File: src/rtl/regfile_wb_pkg.sv
// Shared constants for the write-back register file slice.
package regfile_wb_pkg;

  localparam int unsigned RegNum       = 32;
  localparam logic        WriteEnable  = 1'b1;
  localparam logic        WriteDisable = 1'b0;
  localparam logic        ReadEnable   = 1'b1;
  localparam logic        ReadDisable  = 1'b0;

endpackage

File: src/rtl/reg_scoreboard.sv
// Per-register pending-write scoreboard: counts issued-but-not-written-back results.
// Optional macro REGFILE_WB_BYPASS_EN: busy drops in the cycle the last pending write lands.
module reg_scoreboard
  import regfile_wb_pkg::*;
#(
  parameter int ADDR_W = 5,
  parameter int PEND_W = 2
) (
  input  logic              clk_in,
  input  logic              rst_in,
  input  logic              rdy_in,
  input  logic              we_in,
  input  logic [ADDR_W-1:0] waddr_in,
  input  logic              issue_in,
  input  logic [ADDR_W-1:0] issue_addr_in,
  input  logic              flush_in,
  input  logic              re1_in,
  input  logic [ADDR_W-1:0] raddr1_in,
  input  logic              re2_in,
  input  logic [ADDR_W-1:0] raddr2_in,
  output logic              busy1_out,
  output logic              busy2_out,
  output logic              issue_full_out
);

  localparam int NumRegs = 1 << ADDR_W;

  logic [PEND_W-1:0] cnt_q [NumRegs];
  logic [PEND_W-1:0] cnt_d [NumRegs];
  logic              inc;
  logic              dec;

  // Issue/retire qualification and saturation decode.
  always_comb begin
    issue_full_out = (issue_addr_in != '0) && (cnt_q[issue_addr_in] == {PEND_W{1'b1}});
    inc = issue_in && (issue_addr_in != '0) && !issue_full_out;
    dec = (we_in == WriteEnable) && (waddr_in != '0) && (cnt_q[waddr_in] != '0);
  end

  // Next counter values; flush wins over everything and absorbs later decrements.
  always_comb begin
    cnt_d = cnt_q;
    if (flush_in) begin
      for (int i = 0; i < NumRegs; i++) cnt_d[i] = '0;
    end else if (!(inc && dec && (issue_addr_in == waddr_in))) begin
      if (inc) cnt_d[issue_addr_in] = cnt_q[issue_addr_in] + PEND_W'(1);
      if (dec) cnt_d[waddr_in] = cnt_q[waddr_in] - PEND_W'(1);
    end
    cnt_d[0] = '0;
  end

  // Counter array; frozen while rdy_in is low.
  always_ff @(posedge clk_in or negedge rst_in) begin
    if (!rst_in) begin
      for (int i = 0; i < NumRegs; i++) cnt_q[i] <= '0;
    end else if (rdy_in) begin
      cnt_q <= cnt_d;
    end
  end

  // Busy decode for the two ID read ports.
  always_comb begin
    busy1_out = (re1_in == ReadEnable) && (raddr1_in != '0) && (cnt_q[raddr1_in] != '0);
    busy2_out = (re2_in == ReadEnable) && (raddr2_in != '0) && (cnt_q[raddr2_in] != '0);
`ifdef REGFILE_WB_BYPASS_EN
    if (dec && (waddr_in == raddr1_in) && (cnt_q[raddr1_in] == PEND_W'(1))) busy1_out = 1'b0;
    if (dec && (waddr_in == raddr2_in) && (cnt_q[raddr2_in] == PEND_W'(1))) busy2_out = 1'b0;
`endif
  end

endmodule

File: src/rtl/regfile_wb.sv
// Integer register file: write-back sink, two ID read ports, RAW scoreboard.
// Optional macro REGFILE_WB_BYPASS_EN: same-cycle write-to-read forwarding.
module regfile_wb
  import regfile_wb_pkg::*;
#(
  parameter int DATA_W = 32,
  parameter int ADDR_W = 5,
  parameter int PEND_W = 2
) (
  input  logic              clk_in,
  input  logic              rst_in,
  input  logic              rdy_in,
  input  logic              we_in,
  input  logic [ADDR_W-1:0] waddr_in,
  input  logic [DATA_W-1:0] wdata_in,
  input  logic              re1_in,
  input  logic [ADDR_W-1:0] raddr1_in,
  output logic [DATA_W-1:0] rdata1_out,
  output logic              busy1_out,
  input  logic              re2_in,
  input  logic [ADDR_W-1:0] raddr2_in,
  output logic [DATA_W-1:0] rdata2_out,
  output logic              busy2_out,
  input  logic              issue_in,
  input  logic [ADDR_W-1:0] issue_addr_in,
  output logic              issue_full_out,
  input  logic              flush_in
);

  localparam int NumRegs = 1 << ADDR_W;

  logic [DATA_W-1:0] regs_q [NumRegs];

  // Data array write; x0 is never written so it stays zero.
  always_ff @(posedge clk_in or negedge rst_in) begin
    if (!rst_in) begin
      for (int i = 0; i < NumRegs; i++) regs_q[i] <= '0;
    end else if (rdy_in && (we_in == WriteEnable) && (waddr_in != '0)) begin
      regs_q[waddr_in] <= wdata_in;
    end
  end

  // Combinational read muxes; disabled ports and x0 read zero.
  always_comb begin
    rdata1_out = '0;
    rdata2_out = '0;
    if ((re1_in == ReadEnable) && (raddr1_in != '0)) rdata1_out = regs_q[raddr1_in];
    if ((re2_in == ReadEnable) && (raddr2_in != '0)) rdata2_out = regs_q[raddr2_in];
`ifdef REGFILE_WB_BYPASS_EN
    if ((re1_in == ReadEnable) && (raddr1_in != '0) && we_in && (waddr_in == raddr1_in)) begin
      rdata1_out = wdata_in;
    end
    if ((re2_in == ReadEnable) && (raddr2_in != '0) && we_in && (waddr_in == raddr2_in)) begin
      rdata2_out = wdata_in;
    end
`endif
  end

  reg_scoreboard #(
    .ADDR_W(ADDR_W),
    .PEND_W(PEND_W)
  ) u_scoreboard (
    .clk_in        (clk_in),
    .rst_in        (rst_in),
    .rdy_in        (rdy_in),
    .we_in         (we_in),
    .waddr_in      (waddr_in),
    .issue_in      (issue_in),
    .issue_addr_in (issue_addr_in),
    .flush_in      (flush_in),
    .re1_in        (re1_in),
    .raddr1_in     (raddr1_in),
    .re2_in        (re2_in),
    .raddr2_in     (raddr2_in),
    .busy1_out     (busy1_out),
    .busy2_out     (busy2_out),
    .issue_full_out(issue_full_out)
  );

endmodule

File: config.mk
export PLATFORM = sky130hd
export DESIGN_NAME = regfile_wb
export DESIGN_NICKNAME = d
export VERILOG_FILES = /design/src/rtl/regfile_wb_pkg.sv /design/src/rtl/reg_scoreboard.sv /design/src/rtl/regfile_wb.sv
export SDC_FILE = /design/constraint.sdc
export NUM_CORES = 2
export LEC_CHECK = 0
export CAP_MARGIN = 40
export CORE_ASPECT_RATIO = 0.9
export CORE_MARGIN = 10
export CORE_UTILIZATION = 60
export DETAILED_ROUTE_END_ITERATION = 10
export HOLD_SLACK_MARGIN = 0.02
export PLACE_DENSITY = 0.76
export SETUP_SLACK_MARGIN = 0.02
export SYNTH_ARGS = -nofsm -noshare
export SYNTH_HDL_FRONTEND = slang
export SYNTH_SLANG_ARGS = --single-unit
File: constraint.sdc
create_clock -name clk_in -period 4.3 [get_ports clk_in]
set_clock_uncertainty 0.1 [all_clocks]
set_input_delay 0.86 -clock clk_in [delete_from_list [all_inputs] [get_ports clk_in]]
set_output_delay 0.86 -clock clk_in [all_outputs]
set_load 0.02 [all_outputs]
==> impl_metrics.env <==
export IMPL_status="finished clean"
export IMPL_placed_cell_area_mm2=0.06639
export IMPL_clkSinkCount=1086
export IMPL_gp_congestion=0.9686
export IMPL_timing_slew_headroom_pct=43.97
export IMPL_place_hpwl_um=122000
export IMPL_placed_cells_incl_taps=5581
export IMPL_period_needed_ns=4.297
export IMPL_drc_errors=0
export IMPL_drtIter0Drc=5177
export IMPL_portBuffers=126
export IMPL_synthCells=4121
export IMPL_ys_flop_type="dfrtp_1"
export IMPL_yosys_register_bits=1086
export IMPL_grt_pass1_wl_um=286200
export IMPL_holdCritPathClass="flip-flop to flip-flop"
export IMPL_wl_per_cell_um=32.93
export IMPL_firstDrtPassIters=5
export IMPL_worstPathRequired_ns=3.34
export IMPL_layout_common_cells="dfrtp_1, mux2_2, mux4_2, buf_4, mux2i_1"
export IMPL_start_util_pct=60.35
export IMPL_grt_pass1_vias=42770
export IMPL_worstMarginPinSlew_ns=0.8405
export IMPL_synth_seq_area_share_pct=45.13
export IMPL_utilization_pct=70.46
export IMPL_synth_edff_count=0
export IMPL_stdcell_count=5787
export IMPL_leakage_nw=31.04
export IMPL_synthArstFlopShare_pct=100.0
export IMPL_critPathLaunchType="input port"
export IMPL_cts_tree="built"
export IMPL_die_h_um=320.6
export IMPL_grt_max_degree=141
export IMPL_area_growth_pct=16.75
export IMPL_fin_area_mm2=0.07031
export IMPL_syn_area_per_cell_um2=14.61
export IMPL_final_common_cell="dfrtp_1"
export IMPL_crit_fanout=10
export IMPL_drv_cap=0
export IMPL_nNetsFinal=4415
export IMPL_ys_types=65
export IMPL_die_area_mm2=0.1135
export IMPL_endpoint_kind="output pin"
export IMPL_rsz0062_at_grt="yes"
export IMPL_finalCritPeriodShare_pct=99.93
export IMPL_insertion_delay_ns=0.72
export IMPL_routed_wirelength_um=190600
export IMPL_core_area_mm2=0.09978
export IMPL_dr_total_vias=41330
export IMPL_ir_worst_vdd_mv=0.3757
export IMPL_avgViaCountPerCell=7.142
export IMPL_die_w_um=354.0
export IMPL_syn_nets=4183
export IMPL_post_synth_instance_area_mm2=0.06022
export IMPL_drv_slew=0
export IMPL_io_pins=127
export IMPL_arrival_ns=3.34
export IMPL_ys_warn_count=0
export IMPL_path_clk_slew_ns=0.05
export IMPL_drive_gt1_share_pct=53.24
export IMPL_power_density_mw_per_mm2=393.4
export IMPL_cts_buffer_depth=3
export IMPL_final_hold_violation_count=0
export IMPL_overflow=0
export IMPL_grt_antenna_before_repair=3
export IMPL_root_buffer="clkbuf_16"
export IMPL_track_usage_pct=33.47
export IMPL_ant_nets=0
export IMPL_criticalPathCategory="input port to output pin"
export IMPL_cts_buffers=113
export IMPL_rows=110
export IMPL_setup_tns_ns=0
export IMPL_fmax_mhz=232.7
export IMPL_post_cts_buffers=0
export IMPL_htreeDepth=3
export IMPL_final_setup_viol_count=0
==> metrics by stage <==
stage | worst slack [ns] | power [mW] | hold slack (ns)
finish | 0.002848 | 27.66 | 0.2934
global route | 0.01868 | 28.58 | 0.3105
CTS | -0.01434 | 27.65 | 0.2956
detailed placement | -0.2535 | 17.45 | 0.2833
global placement | -0.2575 | 17.15 | 0.2766
floorplan | 0.08753 | 15.60 | 0.3413
==> cell usage after synthesis (5+ instances only) <==
cell | count | area share [%]
a211o_1 | 18 | 0.26
a32o_1 | 6 | 0.10
a211oi_1 | 17 | 0.21
o221ai_1 | 23 | 0.33
nor2_1 | 85 | 0.53
nor2b_1 | 8 | 0.083
a221oi_1 | 32 | 0.47
a21oi_1 | 67 | 0.56
o21ai_1 | 18 | 0.15
buf_1 | 20 | 0.12
inv_1 | 49 | 0.31
nand2_1 | 115 | 0.72
xor2_1 | 7 | 0.10
o31ai_1 | 29 | 0.36
nand3_1 | 51 | 0.42
mux2_2 | 1069 | 20
a311o_1 | 5 | 0.083
or3_1 | 6 | 0.062
o21ai_0 | 59 | 0.49
nand2b_1 | 6 | 0.062
and3b_1 | 5 | 0.073
buf_4 | 20 | 0.25
a31oi_1 | 7 | 0.073
mux2i_1 | 149 | 2.5
nor3_1 | 47 | 0.39
o211ai_1 | 5 | 0.062
clkbuf_1 | 251 | 1.6
and3_1 | 5 | 0.052
o22ai_1 | 30 | 0.31
a22o_1 | 7 | 0.10
buf_2 | 173 | 1.4
mux4_2 | 578 | 22
nor3b_1 | 6 | 0.075
a22oi_1 | 8 | 0.10
dfrtp_1 | 1086 | 45
==> metal layers <==
| layer | global-route usage [%] | vias to the layer above | wire (um) |
|---|---|---|---|
| met5 | 0 | - | 13 |
| li1 | - | 16390 | - |
| met3 | 7.734 | 569 | 18920 |
| met4 | 15.28 | 2 | 10110 |
| met1 | 46.46 | 21900 | 75010 |
| met2 | 50.31 | 2478 | 86520 |
==> worst paths after layout <==
kind | startpoint | endpoint | slack (ns) | cells past startpoint
worst max register to register | u_scoreboard.cnt_q[26]$_DFFE_PN0P_ | u_scoreboard.cnt_q[51]$_DFFE_PN0P_ | 0.79 | 12
worst min register to register | regs_q[996]$_DFFE_PN0P_ | regs_q[996]$_DFFE_PN0P_ | 0.29 | 0
worst max-delay path | raddr2_in[1] | rdata2_out[9] | 0.003 | 9
min in group asynchronous | rst_in | regs_q[638]$_DFFE_PN0P_ | 0.60 | 2
max in group asynchronous | rst_in | regs_q[0]$_DFFE_PN0P_ | 2.30 | 3
worst min-delay path | regs_q[996]$_DFFE_PN0P_ | regs_q[996]$_DFFE_PN0P_ | 0.29 | 0
==> report_power, final <==
group	internal [mW]	switching (mW)
registers	11.5	0.952
clock network	5.93	4.34
logic	2.90	2.07
total	20.3	7.37
==> cell families (layout without fill, tap and decap cells) <==
family                   after synthesis  after routing  share of synthesized area [%]
XOR/XNOR                               7              7                         0.1018
other                                  0              1                              0
AND/OR/NAND/NOR                      367            367                          2.946
AO/OA/AOI/OAI                        344            344                          3.858
buffers and inverters                517            838                          3.756
flip-flops                          1086           1086                          45.13
multiplexers                        1798           1798                          44.17
adder cells (fa/ha/maj)                2              2                        0.04155
==> area by class of cell <==
| class | instances | area, um2 |
|---|---|---|
| fillers | 6451 | 29480 |
| clock inverters | 42 | 589.3 |
| flip-flops and latches | 1086 | 27180 |
| clock buffers | 162 | 3263 |
| repair buffers | 585 | 6317 |
| well taps | 1344 | 1682 |
| inverters | 49 | 183.9 |
| diodes | 1 | 2.502 |
| multi-input cells | 2518 | 31090 |
==> flip-flops by register name, summed over array words and instances, names as in the netlist <==
signal / count
regs_q: 1024
u_scoreboard.cnt_q: 62
==> worst max-delay path, cell delays in order <==
cell and delay, ns:
buf_8 0.11, or4_1 0.54, o21ai_1 0.29, buf_4 0.22
nand2b_2 0.18, buf_12 0.20, buf_12 0.15, o21ai_0 0.13
clkdlybuf4s50_1 0.62
==> what timing repair did <==
item | 4_1_cts | 5_1_grt
resized for setup | 19 | 22
hold endpoints to repair | 3 | 0
hold buffers | 1 | 0
pin swaps | 1 | 0
endpoints found under the setup margin | 31 | 18
No activity file was read; power rests on OpenSTA's default activity.
